`src/rtl/relu_pkg.sv`:
```
// Shared definitions for the streaming activation unit: activation mode encoding
// and default geometry of the fixed-point lanes.
package relu_pkg;

  localparam int DEF_DATA_W     = 32;
  localparam int DEF_LANES      = 4;
  localparam int DEF_FRAC_W     = 16;
  localparam int DEF_LEAK_SHIFT = 3;
  localparam int DEF_CLIP_INT   = 6;
  localparam int DEF_CNT_W      = 32;

  typedef enum logic [1:0] {
    MODE_PASS  = 2'd0,
    MODE_RELU  = 2'd1,
    MODE_LEAKY = 2'd2,
    MODE_CLIP  = 2'd3
  } mode_t;

endpackage

```
`src/rtl/relu_lane.sv`:
```
// Combinational activation of one signed fixed-point lane; also reports whether
// the input word was negative for the statistics popcount.
module relu_lane
  import relu_pkg::*;
#(
  parameter int DATA_W     = DEF_DATA_W,
  parameter int FRAC_W     = DEF_FRAC_W,
  parameter int LEAK_SHIFT = DEF_LEAK_SHIFT,
  parameter int CLIP_INT   = DEF_CLIP_INT
) (
  input  logic signed [DATA_W-1:0] i_x,
  input  mode_t                    i_mode,
  output logic signed [DATA_W-1:0] o_y,
  output logic                     o_is_neg
);

  localparam logic signed [DATA_W-1:0] CLIP_VAL = DATA_W'(CLIP_INT) << FRAC_W;

  // Select the activation for this lane; the sign bit drives every negative branch.
  always_comb begin
    o_is_neg = i_x[DATA_W-1];
    o_y      = i_x;
    case (i_mode)
      MODE_PASS: o_y = i_x;
      MODE_RELU: begin
        if (i_x[DATA_W-1]) o_y = {DATA_W{1'b0}};
        else               o_y = i_x;
      end
      MODE_LEAKY: begin
        if (i_x[DATA_W-1]) o_y = i_x >>> LEAK_SHIFT;
        else               o_y = i_x;
      end
      MODE_CLIP: begin
        if (i_x[DATA_W-1])      o_y = {DATA_W{1'b0}};
        else if (i_x > CLIP_VAL) o_y = CLIP_VAL;
        else                     o_y = i_x;
      end
      default: o_y = i_x;
    endcase
  end

endmodule

```
`src/rtl/relu_stream_unit.sv`:
```
// Multi-lane streaming activation unit: two-stage elastic pipeline with a per-beat
// activation mode and a saturating count of delivered negative lanes.
module relu_stream_unit
  import relu_pkg::*;
#(
  parameter int DATA_W     = DEF_DATA_W,
  parameter int LANES      = DEF_LANES,
  parameter int FRAC_W     = DEF_FRAC_W,
  parameter int LEAK_SHIFT = DEF_LEAK_SHIFT,
  parameter int CLIP_INT   = DEF_CLIP_INT,
  parameter int CNT_W      = DEF_CNT_W
) (
  input  logic                      clk,
  input  logic                      rst_n,
  input  logic [1:0]                Mode_In,
  input  logic [LANES*DATA_W-1:0]   Data_In,
  input  logic                      Valid_In,
  output logic                      In_Ready,
  output logic [LANES*DATA_W-1:0]   Data_Out,
  output logic                      Valid_Out,
  input  logic                      Out_Ready,
  input  logic                      Clear_Stats,
  output logic [CNT_W-1:0]          Neg_Count
);

  localparam int BUS_W = LANES * DATA_W;
  localparam int POP_W = $clog2(LANES + 1);

  logic             r_s1_valid;
  logic [BUS_W-1:0] r_s1_data;
  mode_t            r_s1_mode;
  logic             r_s2_valid;
  logic [BUS_W-1:0] r_s2_data;
  logic [POP_W-1:0] r_s2_pop;
  logic [CNT_W-1:0] r_neg_count;

  logic             w_s2_load;
  logic             w_s1_load;
  logic             w_accept;
  logic             w_deliver;
  logic [BUS_W-1:0] w_act;
  logic [LANES-1:0] w_neg;
  logic [POP_W-1:0] w_pop;
  logic [CNT_W:0]   w_sum;

  // A stage loads when empty or when its current content moves forward this cycle.
  assign w_s2_load = !r_s2_valid || Out_Ready;
  assign w_s1_load = !r_s1_valid || w_s2_load;
  assign In_Ready  = rst_n && w_s1_load;
  assign w_accept  = Valid_In && In_Ready;
  assign w_deliver = r_s2_valid && Out_Ready;

  // The stage-1 data register keeps each lane's sign bit, which is its negative flag.
  for (genvar g = 0; g < LANES; g++) begin : g_lane
    relu_lane #(
      .DATA_W    (DATA_W),
      .FRAC_W    (FRAC_W),
      .LEAK_SHIFT(LEAK_SHIFT),
      .CLIP_INT  (CLIP_INT)
    ) u_lane (
      .i_x     (r_s1_data[g*DATA_W +: DATA_W]),
      .i_mode  (r_s1_mode),
      .o_y     (w_act[g*DATA_W +: DATA_W]),
      .o_is_neg(w_neg[g])
    );
  end

  // Count negative lanes of the beat leaving stage 1.
  always_comb begin
    w_pop = {POP_W{1'b0}};
    for (int i = 0; i < LANES; i++) begin
      w_pop = w_pop + POP_W'(w_neg[i]);
    end
  end

  assign w_sum = {1'b0, r_neg_count} + (CNT_W+1)'(r_s2_pop);

  // Stage 1: capture the accepted beat together with its mode.
  always_ff @(posedge clk or negedge rst_n) begin
    if (!rst_n) begin
      r_s1_valid <= 1'b0;
      r_s1_data  <= {BUS_W{1'b0}};
      r_s1_mode  <= MODE_PASS;
    end else if (w_s1_load) begin
      r_s1_valid <= w_accept;
      if (w_accept) begin
        r_s1_data <= Data_In;
        r_s1_mode <= mode_t'(Mode_In);
      end
    end
  end

  // Stage 2: hold the activated beat; data only changes when a new beat lands.
  always_ff @(posedge clk or negedge rst_n) begin
    if (!rst_n) begin
      r_s2_valid <= 1'b0;
      r_s2_data  <= {BUS_W{1'b0}};
      r_s2_pop   <= {POP_W{1'b0}};
    end else if (w_s2_load) begin
      r_s2_valid <= r_s1_valid;
      if (r_s1_valid) begin
        r_s2_data <= w_act;
        r_s2_pop  <= w_pop;
      end
    end
  end

  // Saturating negative-lane statistic; a clear overrides a same-cycle delivery.
  always_ff @(posedge clk or negedge rst_n) begin
    if (!rst_n) begin
      r_neg_count <= {CNT_W{1'b0}};
    end else if (Clear_Stats) begin
      r_neg_count <= {CNT_W{1'b0}};
    end else if (w_deliver) begin
      if (w_sum[CNT_W]) r_neg_count <= {CNT_W{1'b1}};
      else              r_neg_count <= w_sum[CNT_W-1:0];
    end
  end

  assign Data_Out  = r_s2_data;
  assign Valid_Out = r_s2_valid;
  assign Neg_Count = r_neg_count;

endmodule

```
`config.mk`:
```
export PLATFORM = sky130hd
export DESIGN_NAME = relu_stream_unit
export DESIGN_NICKNAME = d
export VERILOG_FILES = /design/src/rtl/relu_pkg.sv /design/src/rtl/relu_lane.sv /design/src/rtl/relu_stream_unit.sv
export SDC_FILE = /design/constraint.sdc
export NUM_CORES = 1
export LEC_CHECK = 0
export ABC_AREA = 0
export CORE_ASPECT_RATIO = 1.2
export CORE_MARGIN = 2
export CORE_UTILIZATION = 30
export DETAILED_ROUTE_END_ITERATION = 7
export SYNTH_ARGS = -nofsm -noshare
export SYNTH_HDL_FRONTEND = slang
export SYNTH_HIERARCHICAL = 1
export SYNTH_SLANG_ARGS = --single-unit
```
`constraint.sdc`:
```
create_clock -name clk -period 5.42 [get_ports clk]
set_clock_uncertainty 0.1 [all_clocks]
set_input_delay 1.084 -clock clk [delete_from_list [all_inputs] [get_ports clk]]
set_output_delay 1.084 -clock clk [all_outputs]
set_load 0.03 [all_outputs]
```
==> impl_metrics.env <==
export IMPL_path_common_cell="clkdlybuf4s50_1"
export IMPL_dpl_cell_area_sq_um=17300
export IMPL_clk_path_buf_depth=3
export IMPL_grt_pass1_wl_um=61700
export IMPL_synth_largest_area_cell="dfrtp_1"
export IMPL_synth_most_common_cell="dfrtp_1"
export IMPL_maxCapViolations=0
export IMPL_firstDrtPassIters=4
export IMPL_post_drt_wl_per_cell_um=20.0
export IMPL_routed_wl_um=40100
export IMPL_final_net_count=1497
export IMPL_period_needed_ps=4030
export IMPL_root_buffer="clkbuf_16"
export IMPL_start_util=0.302
export IMPL_crit_type="in -> out"
export IMPL_viasPerCell=5.10
export IMPL_htree_levels=2
export IMPL_fin_area_sq_um=18500
export IMPL_drive_above_1_share=0.249
export IMPL_endpoint_kind="output pin"
export IMPL_core_area_sq_um=45700
export IMPL_dp_hpwl_um=27400
export IMPL_cts_made_buffers=34
export IMPL_cts_setup_buffers=0
export IMPL_synth_fp_nets=1233
export IMPL_cpPeakStageDelay_ps=700
export IMPL_grt_max_degree=154
export IMPL_synthFlopType="dfrtp_1"
export IMPL_rsz0062_at_grt="false"
export IMPL_antenna_found_initial=5
export IMPL_power_leakage_uw=0.00757
export IMPL_fin_crit_sh=0.743
export IMPL_via_count=10190
export IMPL_worst_slew_margin_rel=0.154
export IMPL_die_area_sq_um=47800
export IMPL_worst_pin_slew_ps=1270
export IMPL_max_freq_ghz=0.248
export IMPL_synth_seq_cells=295
export IMPL_die_x_um=200
export IMPL_hold_buffers=0
export IMPL_synth_seq_area_share=0.534
export IMPL_crit_path_max_fanout=4
export IMPL_grt_pass1_vias=10477
export IMPL_track_usage=0.166
export IMPL_synth_async_reset_ratio=1.00
export IMPL_fillers=4352
export IMPL_slowest_stage="clkdlybuf4s50_1"
export IMPL_fin_total_pwr_uw=8810
export IMPL_vdd_drop_max_mv=0.312
export IMPL_cts_resized=0
export IMPL_worst_setup_path_start_kind="input pin"
export IMPL_insertion_delay_ps=530
export IMPL_overflow=0
export IMPL_cts_tree="yes"
export IMPL_postRouteAntennaNets=0
export IMPL_setup_violations=0
export IMPL_area_delta_synth_final_pct=33.7
export IMPL_status="completed"
export IMPL_drt_iter0_markers=447
export IMPL_place_congestion=0.828
export IMPL_slew_viol_final=0
export IMPL_synth_top_area_frac=0.534
export IMPL_syn_area_per_cell_sq_um=12.7
export IMPL_syn_area_sq_um=13800
export IMPL_synthCells=1091
export IMPL_crit_chain="clkdlybuf4s50_1 -> nand3b_1 -> and2_1 -> clkdlybuf4s50_1"
export IMPL_setup_tns_ps=0
export IMPL_clkSlewWorstSetupHoldPaths_ps=60
export IMPL_cts_num_sinks=295
export IMPL_dpl_cell_count=1935
export IMPL_synth_cell_type_count=53
export IMPL_cp_arrival_ps=2840
export IMPL_row_count=86
export IMPL_worst_endpoint_required_ps=4240
export IMPL_yosysWarnings=6
export IMPL_synth_edf_count=0
export IMPL_netlist_top_cells_count="295 x dfrtp_1, 261 x mux2_2, 68 x a32o_1"
export IMPL_fin_cells=2000
export IMPL_numPortBuffers=296
export IMPL_drc=0
export IMPL_finalHoldViolations=0
export IMPL_hold_path_class="in -> async"
export IMPL_dieHeight_um=239
export IMPL_p_per_area_nw_per_um2=476
export IMPL_synthTopCellsByArea="dfrtp_1 53%, mux2_2 21%, a32o_1 4.9%, a22o_1 2.3%, a21oi_1 1.3%"
export IMPL_io_pins=297
## layout make-up
cell class	instances	area, sq um	share of cell area
Sequential cell	295	7380	0.399
Multi-Input combinational cell	700	5950	0.322
Timing Repair Buffer	311	3120	0.169
Clock buffer	50	1050	0.0570
Tap cell	616	771	0.0417
Clock inverter	10	156	0.00846
Inverter	13	48.8	0.00264
Antenna cell	5	12.5	0.000676
## cells in the final DEF (no fill, tap or decap), types with 7 or more instances in the layout
master	count
buf_4	12
clkbuf_16	37
clkbuf_8	8
nand3_1	24
dfrtp_1	295
or3_1	7
nand2b_1	10
nor2_1	37
clkdlybuf4s50_1	295
a22o_1	36
a31oi_1	13
a21oi_1	37
o21ai_0	18
nor3_1	25
and3_1	9
nor3b_1	12
nand4_1	10
inv_1	13
mux2_2	261
a32o_1	68
nand2_1	27
and4_1	10
nor4_1	28
## kinds of logic (layout without fill, tap and decap cells)
| group | after synthesis | in the layout | share of synthesized area |
|---|---|---|---|
| flip-flops | 295 | 295 | 0.534 |
| multiplexers | 264 | 264 | 0.215 |
| AND/OR/NAND/NOR | 221 | 221 | 0.0900 |
| AO/OA/AOI/OAI | 206 | 206 | 0.116 |
| buffers and inverters | 96 | 384 | 0.0369 |
| adder cells (fa/ha/maj) | 7 | 7 | 0.00742 |
| XOR/XNOR | 2 | 2 | 0.00127 |
| other | 0 | 5 | 0 |
## flip-flops by register name (all words and copies together), names as in the netlist
name / cells
Data_Out: 128
r_s1_data: 128
Neg_Count: 32
r_s2_pop: 3
r_s1_mode: 2
Valid_Out: 1
r_s1_valid: 1
## through the flow
step,hold WS [ps],setup slack (ps),utilization
final,331,1390,0.404
after global routing,330,1330,0.404
after CTS,305,1360,0.404
after detailed placement,393,1380,0.378
after global placement,390,1350,0.378
after floorplan,357,2520,-
## per-layer routing
layer	part of all wire	track usage	vias up
met5	0	0	-
met4	0.029	0.0694	0
met2	0.51	0.285	288
met1	0.40	0.201	5165
li1	-	-	4671
met3	0.057	0.0344	66
## worst paths after layout
kind	slack, ps	to	depth (start not counted)	start
setup reg to reg	2420	Neg_Count[31]$_DFFE_PN0P_	8	Neg_Count[0]$_DFFE_PN0P_
hold / removal	330	Data_Out[0]$_DFFE_PN0P_	1	rst_n
setup / recovery	1390	In_Ready	4	Out_Ready
max in group asynchronous	3170	Data_Out[71]$_DFFE_PN0P_	3	rst_n
hold reg to reg	400	Data_Out[93]$_DFFE_PN0P_	1	Data_Out[93]$_DFFE_PN0P_
min in group clk	400	Data_Out[93]$_DFFE_PN0P_	1	Data_Out[93]$_DFFE_PN0P_
## power by group
| part | internal [uW] | switching [uW] |
|---|---|---|
| Combinational | 1470 | 1630 |
| Clock | 1540 | 920 |
| Sequential | 2780 | 465 |
## worst max-delay path, delay by kind of cell
family	cells	cell delay, ps
buffers and inverters	2	1270
and+or+nand+nor	2	480
No activity file was read; power rests on OpenSTA's default activity.
